$ cat config.mk
export PLATFORM = sky130hd
export DESIGN_NAME = servo_xy_scheduler
export DESIGN_NICKNAME = d
export VERILOG_FILES = /design/src/rtl/servo_xy_scheduler.sv
export SDC_FILE = /design/constraint.sdc
export NUM_CORES = 1
export LEC_CHECK = 0
export CAP_MARGIN = 10
export CORE_UTILIZATION = 50
export DETAILED_ROUTE_END_ITERATION = 8
export GPL_ROUTABILITY_DRIVEN = 1
export PLACE_DENSITY = 0.73
export SYNTH_ARGS = -nofsm -noshare
export SYNTH_HDL_FRONTEND = slang
export SYNTH_SLANG_ARGS = --single-unit
$ cat constraint.sdc
create_clock -name clk -period 2.7 [get_ports clk]
set_input_delay 0.675 -clock clk [delete_from_list [all_inputs] [get_ports clk]]
set_output_delay 0.675 -clock clk [all_outputs]
set_load 0.01 [all_outputs]
$ cat src/rtl/servo_xy_scheduler.sv
// rtl/servo_xy_scheduler.sv - frame-paced X/Y servo setpoint scheduler
// Optional slew limiting is compiled in with SERVO_XY_SLEW_EN.
module servo_xy_scheduler #(
  parameter int FRAME_CYCLES = 20000,
  parameter int PW_MIN       = 64,
  parameter int PW_MAX       = 192,
  parameter int STEP         = 4
) (
  input  logic       clk,
  input  logic       rst_n,
  input  logic       ena,
  input  logic       cmd_valid,
  input  logic       cmd_axis,
  input  logic [7:0] cmd_pos,
  output logic       cmd_ready,
  output logic [7:0] x_pw_o,
  output logic [7:0] y_pw_o,
  output logic       upd_o,
  output logic       busy_o
);

  localparam int             CW       = $clog2(FRAME_CYCLES);
  localparam logic [CW-1:0]  CNT_LAST = CW'(FRAME_CYCLES - 1);
  localparam logic [7:0]     PW_LO    = 8'(PW_MIN);
  localparam logic [7:0]     PW_HI    = 8'(PW_MAX);
  localparam logic [7:0]     PW_MID   = 8'((PW_MIN + PW_MAX) / 2);
  localparam logic [7:0]     STEP_U   = 8'((STEP > 255) ? 255 : STEP);
`ifdef SERVO_XY_SLEW_EN
  localparam bit             SLEW_ON  = 1'b1;
`else
  localparam bit             SLEW_ON  = 1'b0;
`endif

  typedef enum logic [1:0] {IDLE, STEP_X, STEP_Y, COMMIT} state_t;

  function automatic logic [7:0] clamp_pw(input logic [7:0] pos);
    logic [7:0] r;
    r = pos;
    if (pos < PW_LO) r = PW_LO;
    else if (pos > PW_HI) r = PW_HI;
    return r;
  endfunction

  // Target is always inside [PW_LO, PW_HI], so a bounded step toward it stays in range.
  function automatic logic [7:0] step_axis(input logic [7:0] cur, input logic [7:0] tgt);
    logic signed [8:0] diff;
    logic signed [9:0] diff_w;
    logic signed [9:0] step_s;
    logic [7:0]        r;
    diff   = $signed({1'b0, tgt}) - $signed({1'b0, cur});
    diff_w = {diff[8], diff};
    step_s = $signed({2'b00, STEP_U});
    r      = tgt;
    if (SLEW_ON) begin
      if (diff_w > step_s) r = cur + STEP_U;
      else if (diff_w < -step_s) r = cur - STEP_U;
    end
    return r;
  endfunction

  state_t        state_q, state_d;
  logic [CW-1:0] cnt_q, cnt_d;
  logic [7:0]    tgt_x_q, tgt_x_d, tgt_y_q, tgt_y_d;
  logic [7:0]    cur_x_q, cur_x_d, cur_y_q, cur_y_d;
  logic [7:0]    x_pw_q, x_pw_d, y_pw_q, y_pw_d;
  logic          upd_q, upd_d, busy_q, busy_d;
  logic          tick, accept;

  always_comb begin
    tick      = (cnt_q == CNT_LAST) && ena;
    cnt_d     = cnt_q;
    if (ena) cnt_d = tick ? '0 : cnt_q + CW'(1);

    cmd_ready = rst_n && ena && (state_q == IDLE);
    accept    = cmd_valid && cmd_ready;
    tgt_x_d   = tgt_x_q;
    tgt_y_d   = tgt_y_q;
    if (accept && !cmd_axis) tgt_x_d = clamp_pw(cmd_pos);
    if (accept &&  cmd_axis) tgt_y_d = clamp_pw(cmd_pos);

    state_d = state_q;
    case (state_q)
      IDLE:    if (tick) state_d = STEP_X;
      STEP_X:  state_d = STEP_Y;
      STEP_Y:  state_d = COMMIT;
      COMMIT:  state_d = IDLE;
      default: state_d = IDLE;
    endcase

    cur_x_d = (state_q == STEP_X) ? step_axis(cur_x_q, tgt_x_q) : cur_x_q;
    cur_y_d = (state_q == STEP_Y) ? step_axis(cur_y_q, tgt_y_q) : cur_y_q;

    // Outputs latch on the edge into COMMIT; cur_y is updated on that same edge.
    x_pw_d = x_pw_q;
    y_pw_d = y_pw_q;
    if (state_q == STEP_Y) begin
      x_pw_d = cur_x_q;
      y_pw_d = cur_y_d;
    end
    upd_d  = (state_q == STEP_Y);
    busy_d = (state_d != IDLE);
  end

  always_ff @(posedge clk or negedge rst_n) begin
    if (!rst_n) begin
      state_q <= IDLE;
      cnt_q   <= '0;
      tgt_x_q <= PW_MID;
      tgt_y_q <= PW_MID;
      cur_x_q <= PW_MID;
      cur_y_q <= PW_MID;
      x_pw_q  <= PW_MID;
      y_pw_q  <= PW_MID;
      upd_q   <= 1'b0;
      busy_q  <= 1'b0;
    end else begin
      state_q <= state_d;
      cnt_q   <= cnt_d;
      tgt_x_q <= tgt_x_d;
      tgt_y_q <= tgt_y_d;
      cur_x_q <= cur_x_d;
      cur_y_q <= cur_y_d;
      x_pw_q  <= x_pw_d;
      y_pw_q  <= y_pw_d;
      upd_q   <= upd_d;
      busy_q  <= busy_d;
    end
  end

  assign x_pw_o = x_pw_q;
  assign y_pw_o = y_pw_q;
  assign upd_o  = upd_q;
  assign busy_o = busy_q;

endmodule

==> results.py <==
metrics = {
    "sta": {
        "worst_hold_slack_ns": 0.475,
        "finalHoldViolCount": 0,
        "period_minus_slack_ns": 2.62,
        "fmax_mhz": 382,
        "slew_viol_final": 0,
        "setup_viol": 0,
        "worstMarginPinSlew_ns": 0.726,
        "fin_skew_ns": 0.0101,
        "slew_headroom": 0.516,
        "layout_setup_ws_ns": 0.0828,
        "finalCritPeriodShare": 0.969,
        "setup_tns_ns": 0,
        "rsz0062_at_grt": "no",
    },
    "floorplanning": {
        "die_y_um": 72.1,
        "rows": 25,
        "die_w_um": 72.1,
        "coreArea_um2": 4720,
        "initial_core_util": 0.519,
        "die-area_um2": 5190,
        "num_io_pins": 32,
    },
    "synth": {
        "yosysWarningCount": 0,
        "synth-seq-cells": 59,
        "ys_types": 31,
        "syn_area_um2": 2450,
        "synth.top_cell.area_share": 0.551,
        "synthCells": 213,
        "syn_nets": 230,
        "synthArstFlopShare": 1.00,
        "synth_edf_count": 0,
        "post-synth-top-count-cell": "dfrtp_1",
        "synth_top_area_cell": "dfrtp_1",
        "synthTopCellsByCount": "54 x dfrtp_1, 30 x nand2_1, 22 x o21ai_0",
        "synth.area.top_cells": "dfrtp_1 55%, mux2_2 8.3%, dfstp_2 5.4%, nand2_1 4.6%, o21ai_0 4.5%",
        "synth_flop_cell": "dfrtp_1",
        "synth_area_per_cell_um2": 11.5,
        "ys_seq_area_frac": 0.604,
    },
    "route": {
        "wire_per_inst_um": 14.2,
        "finalWirelength_um": 4620,
        "drc": 0,
        "num_vias": 1683,
        "drtAntennaViolNets": 0,
        "routed_via_density": 5.16,
        "drt-pass1-iter-count": 4,
        "dr.first_iter.drc_count": 117,
    },
    "power_and_ir_drop": {
        "switching_power_mw": 0.504,
        "power_mw": 2.01,
        "p_int_mw": 1.51,
        "seqPwrFrac": 0.518,
        "p_comb_frac": 0.093,
        "power.density_nw_per_um2": 657,
        "swShare": 0.251,
        "clkPwrFrac": 0.389,
        "leakage_nw": 1.37,
        "ir_drop_uv": 380,
    },
    "setup_path": {
        "reg2reg_depth": 5,
        "crit_required_ns": 2.03,
        "r2r_end": "tgt_y_q[7]",
        "cp-startpoint": "ena",
        "cp_max_fo": 2,
        "r2r_setup_slack_ns": 0.89,
        "endpoint_kind": "output port",
        "crit_path_start_kind": "input pin",
        "worstReg2RegStart": "state_q[0]",
        "crit_type": "in2out",
        "crit_arrival_ns": 1.94,
    },
    "outcome": {
        "status": "finished clean",
    },
    "final_layout": {
        "num_antenna_cells": 0,
        "seq_area_um2": 1480,
        "flow.area_growth_from_synthesis_pct": 24.7,
        "layout.nets": 271,
        "finalNonFillerCells": 326,
        "design_area_um2": 3060,
        "drive_gt1_frac": 0.201,
        "fin_util": 0.648,
        "fillers": 398,
        "multiInputGateArea_um2": 892,
    },
    "clock_tree": {
        "h-tree-depth": 3,
        "cts_buffers": 9,
        "ctsHoldBuffers": 0,
        "clock_path_buffers": 2,
        "path_clk_slew_ns": 0.07,
        "clockRootBuffer": "clkbuf_8",
        "cts_tree": "built",
        "cts-resized-gates": 0,
        "worstSkewPairLatency_ns": 0.33,
        "post_cts_buffers": 0,
        "cts.sinks": 59,
    },
    "worst_hold_path": {
        "hold_end": "y_pw_o[7]",
        "min_path_cells": 2,
        "min_from": "y_pw_o[7]",
        "holdCritPathClass": "reg2reg",
    },
    "global_routing": {
        "busiest_layer": "met2",
        "use_met3": 0.0458,
        "grt_use_met2": 0.294,
        "grt_pass1_vias": 1607,
        "gr-total-overflow": 0,
        "antenna_found_initial": 0,
        "grt_pass1_wl_um": 7600,
        "grtUsageMet1": 0.275,
        "grt_max_degree": 60,
        "globalRouteTotalUtil": 0.199,
    },
    "placement": {
        "dp.cells": 310,
        "gp_congestion": 0.735,
        "hpwl_um": 3210,
        "dpl-instance-area_um2": 2870,
        "io_buffers": 31,
        "post-place-ws_ns": 0.0955,
    },
    "flow_run": {
        "drv_cap": 0,
    },
}
[registers in the layout, summed over array words and instances, names as in the netlist]
name / flops
state_q: 2
cnt_q: 15
x_pw_o: 8
y_pw_o: 8
tgt_x_q: 8
upd_o: 1
cur_x_q: 8
busy_o: 1
tgt_y_q: 8
[cell families after synthesis]
| family | Yosys count | share of synthesized area |
|---|---|---|
| AND/OR/NAND/NOR | 65 | 0.133 |
| flip-flops | 59 | 0.604 |
| AO/OA/AOI/OAI | 34 | 0.0816 |
| buffers and inverters | 20 | 0.0321 |
| multiplexers | 18 | 0.0826 |
| XOR/XNOR | 13 | 0.0464 |
| adder cells (fa/ha/maj) | 4 | 0.0204 |
[power groups by stage]
| stage | clock network (mW) | logic (mW) | registers (mW) |
|---|---|---|---|
| after floorplan | 0 | 0.124 | 1.03 |
| after global placement | 0 | 0.178 | 1.05 |
| after detailed placement | 0 | 0.189 | 1.05 |
| after CTS | 0.803 | 0.191 | 1.04 |
| after global routing | 0.841 | 0.210 | 1.05 |
| final | 0.782 | 0.187 | 1.04 |
[metal layers]
| layer | wire (um) | up-vias |
|---|---|---|
| met5 | 0 | - |
| met4 | 74 | 0 |
| met3 | 153 | 7 |
| met2 | 2170 | 45 |
| met1 | 2220 | 819 |
| li1 | - | 812 |
[cell type report]
class | count | share of cell area
inverter | 11 | 0.0135
sequential | 59 | 0.484
clock buffer | 11 | 0.0462
multi-input combinational | 134 | 0.291
tap | 67 | 0.0274
timing repair buffer | 39 | 0.119
clock inverter | 5 | 0.0176
[critical path, stage by stage]
cell and delay, ns:
clkdlybuf4s50_1 0.51, and3_1 0.20, clkdlybuf4s50_1 0.55
[cells in the final DEF (no fill, tap or decap), drive strengths merged, types with 5 or more instances in the layout]
cell type and instances:
buf 9, clkbuf 11, clkdlybuf4s50 30, dfrtp 54
dfstp 5, inv 11, mux2 18, nand2 30
nand4 6, nor2 10, o21ai 22, o31ai 6
xnor2 8, xor2 5
[worst max-delay path by stage]
stage           endpoint  slack [ns]  depth (start not counted)
4_1_cts        cmd_ready         0.1                          3
5_1_grt        cmd_ready        0.03                          3
3_5_place_dp   cmd_ready         0.1                          3
2_1_floorplan   cnt_q[0]        0.87                          5
3_3_place_gp   cmd_ready         0.1                          3
6_report       cmd_ready        0.08                          3
(Power assumes the default switching activity.)
